## config.mk

```make
export PLATFORM = sky130hd
export DESIGN_NAME = inbuf_rd_ctrl
export DESIGN_NICKNAME = d
export VERILOG_FILES = /design/src/rtl/inbuf_pkg.sv /design/src/rtl/inbuf_rd_ctrl.sv
export SDC_FILE = /design/constraint.sdc
export NUM_CORES = 1
export LEC_CHECK = 0
export ABC_CLOCK_PERIOD_IN_PS = 2900
export CAP_MARGIN = 0
export CORE_UTILIZATION = 51
export CTS_BUF_LIST = sky130_fd_sc_hd__clkbuf_4 sky130_fd_sc_hd__clkbuf_8 sky130_fd_sc_hd__clkbuf_16
export DETAILED_ROUTE_END_ITERATION = 12
export GPL_TIMING_DRIVEN = 0
export MAX_ROUTING_LAYER = met4
export PLACE_DENSITY = 0.8
export SLEW_MARGIN = 20
export SYNTH_ARGS = -nofsm -noshare
export SYNTH_HDL_FRONTEND = slang
export SYNTH_SLANG_ARGS = --single-unit
```

## constraint.sdc

```tcl
create_clock -name clk -period 2.9 [get_ports clk]
set_input_delay 0.58 -clock clk [delete_from_list [all_inputs] [get_ports clk]]
set_output_delay 0.58 -clock clk [all_outputs]
set_load 0.1 [all_outputs]
```

## src/rtl/inbuf_pkg.sv

```systemverilog
// Shared definitions for the input-buffer read sequencer: FSM state encoding and
// the supported range of the SRAM fifo read latency.
package inbuf_pkg;

  typedef enum logic [2:0] {
    S_IDLE  = 3'd0,
    S_FETCH = 3'd1,
    S_WAIT  = 3'd2,
    S_LOAD  = 3'd3,
    S_HOLD  = 3'd4,
    S_DONE  = 3'd5
  } state_e;

  localparam int RD_LAT_MAX = 4;
  localparam int LAT_W      = $clog2(RD_LAT_MAX + 1);

endpackage

```

## src/rtl/inbuf_rd_ctrl.sv

```systemverilog
// Read-side sequencer for the EC accelerator input buffer: fetches one fifo word
// per beat, loads it into the output register and holds it until consumed.
module inbuf_rd_ctrl
  import inbuf_pkg::*;
#(
  parameter int BEATS_W = 8,
  parameter int RD_LAT  = 1
) (
  input  logic               clk,
  input  logic               rst,
  input  logic               start,
  input  logic               abort,
  input  logic [BEATS_W-1:0] stripe_beats,
  input  logic               inbuf_fifo_cntl_empty,
  input  logic               inbuf_rd_data_val,
  input  logic               bm_cntl_consume,
  output logic               cntl_inbuf_fifo_rd_rq,
  output logic               cntl_inbuf_fifo_mem_en,
  output logic               cntrl_inbuff_rd_en,
  output logic               cntl_bm_beat_val,
  output logic [BEATS_W-1:0] cntl_beat_idx,
  output logic               cntl_busy,
  output logic               cntl_done,
  output logic               cntl_err
);

  state_e             state_q, state_d;
  logic [BEATS_W-1:0] cnt_q, cnt_d;
  logic [BEATS_W-1:0] beats_q, beats_d;
  logic [LAT_W-1:0]   lat_q, lat_d, lat_dec;
  logic               err_q, err_d;

  assign lat_dec = lat_q - LAT_W'(1);

  // NOTE: every variable gets a default before the case so no path leaves it
  // unassigned; otherwise synthesis infers a latch to hold the old value.
  always_comb begin
    state_d = state_q;
    cnt_d   = cnt_q;
    beats_d = beats_q;
    lat_d   = lat_q;
    err_d   = err_q;

    case (state_q)
      S_IDLE: begin
        if (start) begin
          beats_d = stripe_beats;
          cnt_d   = '0;
          state_d = (stripe_beats == '0) ? S_DONE : S_FETCH;
        end
      end
      S_FETCH: begin
        if (!inbuf_fifo_cntl_empty) begin
          lat_d   = LAT_W'(RD_LAT);
          state_d = S_WAIT;
        end
      end
      S_WAIT: begin
        lat_d = lat_dec;
        // Data must land exactly on the last latency cycle; early or missing is fatal.
        if (lat_dec == '0) begin
          if (inbuf_rd_data_val) begin
            state_d = S_LOAD;
          end else begin
            err_d   = 1'b1;
            state_d = S_DONE;
          end
        end else if (inbuf_rd_data_val) begin
          err_d   = 1'b1;
          state_d = S_DONE;
        end
      end
      S_LOAD: state_d = S_HOLD;
      S_HOLD: begin
        if (bm_cntl_consume) begin
          if (cnt_q == beats_q - BEATS_W'(1)) begin
            state_d = S_DONE;
          end else begin
            cnt_d   = cnt_q + BEATS_W'(1);
            state_d = S_FETCH;
          end
        end
      end
      S_DONE:  state_d = S_IDLE;
      default: state_d = S_IDLE;
    endcase

    if (abort && (state_q != S_IDLE)) begin
      state_d = S_IDLE;
      err_d   = err_q;
    end
  end

  // NOTE: state registers use non-blocking assignments so all flops update
  // together at the edge regardless of statement order.
  always_ff @(posedge clk) begin
    if (rst) begin
      state_q <= S_IDLE;
      cnt_q   <= '0;
      beats_q <= '0;
      lat_q   <= '0;
      err_q   <= 1'b0;
    end else begin
      state_q <= state_d;
      cnt_q   <= cnt_d;
      beats_q <= beats_d;
      lat_q   <= lat_d;
      err_q   <= err_d;
    end
  end

  assign cntl_inbuf_fifo_rd_rq  = (state_q == S_FETCH) && !inbuf_fifo_cntl_empty;
  assign cntl_inbuf_fifo_mem_en = (state_q == S_FETCH) || (state_q == S_WAIT) ||
                                  (state_q == S_LOAD);
  assign cntrl_inbuff_rd_en     = (state_q == S_LOAD);
  assign cntl_bm_beat_val       = (state_q == S_HOLD);
  assign cntl_beat_idx          = cnt_q;
  assign cntl_busy              = (state_q != S_IDLE);
  assign cntl_done              = (state_q == S_DONE);
  assign cntl_err               = err_q;

endmodule
```

==> tab_implementation.tex <==
\begin{tabular}{lr}
\hline
Metric & Value \\
\hline
\multicolumn{2}{l}{\textbf{Outcome}} \\
\quad Status & completed \\
\multicolumn{2}{l}{\textbf{Drt}} \\
\quad Met3 wire length & between 150 and 200 um \\
\quad DRC errors left & 0 \\
\quad Iteration-0 DRC Markers & 65 \\
\quad Drt first pass iters & 4 \\
\quad Vias per inst & between 5 and 6 \\
\quad Vias & 1472 \\
\quad Top metal layer carrying routed signals & met4 \\
\quad Final wirelength & around 3400 um \\
\quad Routed wire length on met2 & 1730 um \\
\quad Metal1 wirelength & 1500 um \\
\quad Wirelength per Cell & around 14 um \\
\quad ANT nets after route & 0 \\
\multicolumn{2}{l}{\textbf{GRT}} \\
\quad Global router's overall resource usage & 0.237 \\
\quad Sum of overflow across all layers after global routing & 0 \\
\quad Global-route wire length before repair & between 5000 and 6000 um \\
\quad Number of antenna violations at the first check in global routing & 0 \\
\quad Pin count of the biggest net entering global routing & 13 \\
\quad Via count of the first global-routing pass & approximately 1400 \\
\multicolumn{2}{l}{\textbf{Synth}} \\
\quad Combinational family with the most area after synthesis & simple AND/OR/NAND/NOR gates \\
\quad Mux contribution to synthesized area & 0.00671 \\
\quad Simple-gate share of the synthesized area & 0.311 \\
\quad Synthesized-area fraction occupied by adder cells & 0.0336 \\
\quad Yosys top cell by area & dfxtp\_1 \\
\quad Mean Syn Cell Area & a little under 8 um2 \\
\quad Number of enable flip-flop cells after synthesis & 0 \\
\quad Seq cells post-synth & 23 \\
\quad Post-Synth XOR/XNOR Area & 0.0587 \\
\quad Cell area after synthesis & roughly 1500 um2 \\
\quad Leading cell types by total area after synthesis & dfxtp\_1 31\%, a21oi\_1 7.0\%, nand2\_1 6.3\% \\
\quad Seq/Total Area, Yosys & 0.309 \\
\quad Number of different library cells in the post-synthesis netlist & 43 \\
\quad Share of Yosys cell area claimed by the top area cell type & 0.309 \\
\quad Synthesized instance count & about 190 \\
\quad Net count of the mapped netlist & 208 \\
\quad Count of yosys warnings during synthesis & 0 \\
\quad Fraction of the mapped netlist area in compound gates & 0.198 \\
\quad Predominant post-synthesis flop cell & dfxtp\_1 \\
\quad Commonest cells post-synth & 25 x nand2\_1, 23 x dfxtp\_1, 21 x a21oi\_1 \\
\quad Most frequent cell after synthesis & nand2\_1 \\
\quad Post-synth ARST share & 0 \\
\multicolumn{2}{l}{\textbf{CTS}} \\
\quad Clk root buf & clkbuf\_4 \\
\quad Post-CTS setup repair buffer count & 0 \\
\quad Number of resized instances in the post-cts repair step & 5 \\
\quad Clock sink count & 23 \\
\quad CTS tree & built \\
\quad Number of buffers inserted for hold repair after clock tree synthesis & 0 \\
\quad Clk slew on worst S/H paths & about 0.11 ns \\
\quad Largest buffer count on any clock path & 2 \\
\quad Number of H-tree levels & 1 \\
\quad Number of clock buffers inserted by TritonCTS & 3 \\
\quad Clock latency on the worst-skew pair & 0.33 ns \\
\multicolumn{2}{l}{\textbf{Power and ir drop}} \\
\quad Total power & $\sim$0.00076 W \\
\quad Static Leak & 0.687 nW \\
\quad Worst VDD drop & 0.000421 V \\
\quad Switching pwr & between 0.0002 and 0.0003 W \\
\quad Cell Int Power & roughly 0.00048 W \\
\quad Power density over the cells & 409 nW/um2 \\
\quad Switching fraction of total power & 0.363 \\
\quad Seq pwr share & 0.456 \\
\quad Gate power share & 0.330 \\
\quad Relative contribution of the clock network to total power & 0.214 \\
\multicolumn{2}{l}{\textbf{Place}} \\
\quad Global placer's final weighted congestion & just over 0.8 \\
\quad Sum of net half-perimeters after detailed placement & about 2700 um \\
\quad Number of placed instances, taps included & approximately 250 \\
\quad PortBufs & 29 \\
\multicolumn{2}{l}{\textbf{Die}} \\
\quad Core outline area & between 2000 and 3000 um2 \\
\quad Die width & between 50 and 60 um \\
\quad Die height & approximately 56 um \\
\quad Num ports & 30 \\
\quad Die ar. & roughly 3100 um2 \\
\quad Site row count & 19 \\
\quad Starting Density & 0.541 \\
\multicolumn{2}{l}{\textbf{Cells and area}} \\
\quad Number of nets in the finished design & 242 \\
\quad Fillers & 231 \\
\quad Final Non-Filler Cells & $\sim$250 \\
\quad Ratio of cells with drive above 1 in the final layout & 0.117 \\
\quad Syn-to-layout area delta & 24.6\% \\
\quad N\_diodes & 0 \\
\multicolumn{2}{l}{\textbf{Worst setup path}} \\
\quad Largest stage delay on the critical path & 0.88 ns \\
\quad Startpoint type of the worst setup path & input pin \\
\quad Critical Path Sink Type & output pin \\
\quad Endpoint required time on the critical path & roughly 2.3 ns \\
\quad Critical path start-end classification & in -> out \\
\quad Worst path arrival time & between 2 and 2.5 ns \\
\quad Cell with the largest stage delay on the worst path & dlygate4sd2\_1 \\
\quad Crit Path Max Fanout & 2 \\
\quad Worst path cell trace & clkdlybuf4s50\_1 -> nand2b\_1 -> nor3\_2 -> dlygate4sd2\_1 \\
\quad Setup slack, reg-to-reg & 0.46 ns \\
\multicolumn{2}{l}{\textbf{STA}} \\
\quad Maximum clock rate & approximately 0.35 GHz \\
\quad Setup skew after layout & $\sim$0.012 ns \\
\quad Finish-stage setup viols & 0 \\
\quad Setup repair after global routing missed its margin & false \\
\quad Number of pins exceeding their max-slew limit in the final report & 0 \\
\quad Worst Tran Pin Value & between 0.9 and 1 ns \\
\quad Clock period minus final worst setup slack & between 2 and 3 ns \\
\quad Fraction of the cycle the final worst path needs & 0.978 \\
\quad Rel. slew slack & 0.355 \\
\quad Final Hold Fails & 0 \\
\quad Worst hold slack & between 0.4 and 0.5 ns \\
\multicolumn{2}{l}{\textbf{Min path}} \\
\quad Hold Path Class & reg -> reg \\
\multicolumn{2}{l}{\textbf{Flow run}} \\
\quad MaxCap Viol Count & 0 \\
\hline
\end{tabular}
## power groups by stage
| stage | Sequential [W] | Combinational (W) | Clock, W |
|---|---|---|---|
| 5_1_grt | 0.000349 | 0.000275 | 0.000182 |
| 4_1_cts | 0.000346 | 0.000251 | 0.000166 |
| 2_1_floorplan | 0.000354 | 0.000187 | 0 |
| 3_5_place_dp | 0.000353 | 0.000253 | 0 |
| 6_report | 0.000347 | 0.000251 | 0.000163 |
| 3_3_place_gp | 0.000353 | 0.000246 | 0 |
## logic make-up (layout without fill, tap and decap cells)
logic type	count (synthesis)	after routing
compound gates	46	46
mux	1	1
fa+ha+maj	4	4
simple gates	86	86
flops	23	23
buf+inv	19	52
xor+xnor	10	10
## state kept, by name, indices dropped and copies added, names as in the netlist
name / cells
beats_q: 8
cntl_beat_idx: 8
lat_q: 3
cntl_err: 1
state_q: 3
## worst max-delay path, delay by kind of cell
kind	cells	cell delay [ns]
buffers and inverters	2	1.33
and+or+nand+nor	2	0.34
## worst paths after layout
| path | cells past startpoint | from | endpoint |
|---|---|---|---|
| min | 2 | beats_q[7] | beats_q[7] |
| max | 4 | inbuf_fifo_cntl_empty | cntl_inbuf_fifo_rd_rq |
| max reg2reg | 9 | beats_q[0] | cntl_beat_idx[1] |
| min reg2reg | 2 | beats_q[7] | beats_q[7] |
## layout by cell type (no fill, tap or decap), types with 5 or more instances in the layout
cell	n
o21ai_1	7
xnor2_1	5
a21oi_1	21
dfxtp_1	23
clkdlybuf4s50_1	23
nand2_1	25
nor3_1	6
inv_1	9
clkbuf_1	5
nor2_1	17
xor2_1	5
## stage by stage
step           setup slack [ns]  cell area (um2)  utilization  setup TNS (ns)
6_report                 0.0648             1860        0.674               0
5_1_grt                  0.0115             1860        0.674               0
4_1_cts                  0.0110             1860        0.674               0
3_5_place_dp             -0.208             1840        0.666          -0.208
3_3_place_gp             -0.182             1840        0.666          -0.182
2_1_floorplan             0.312             1510            -               0
## layout make-up
class	count	area [um2]	area share
timing repair buffer	29	283	0.152
clock buffer	4	30.0	0.0162
inverter	9	33.8	0.0182
multi-input combinational	147	922	0.496
buffer	10	90.1	0.0485
sequential	23	460	0.248
tap	31	38.8	0.0209
## per-layer routing
metal  GRT usage  vias to the layer above
met3      0.0535                        7
li1            -                      737
met4       0.101                        0
met5           -                        -
met2       0.378                       34
met1       0.287                      694
(Power assumes the default switching activity.)
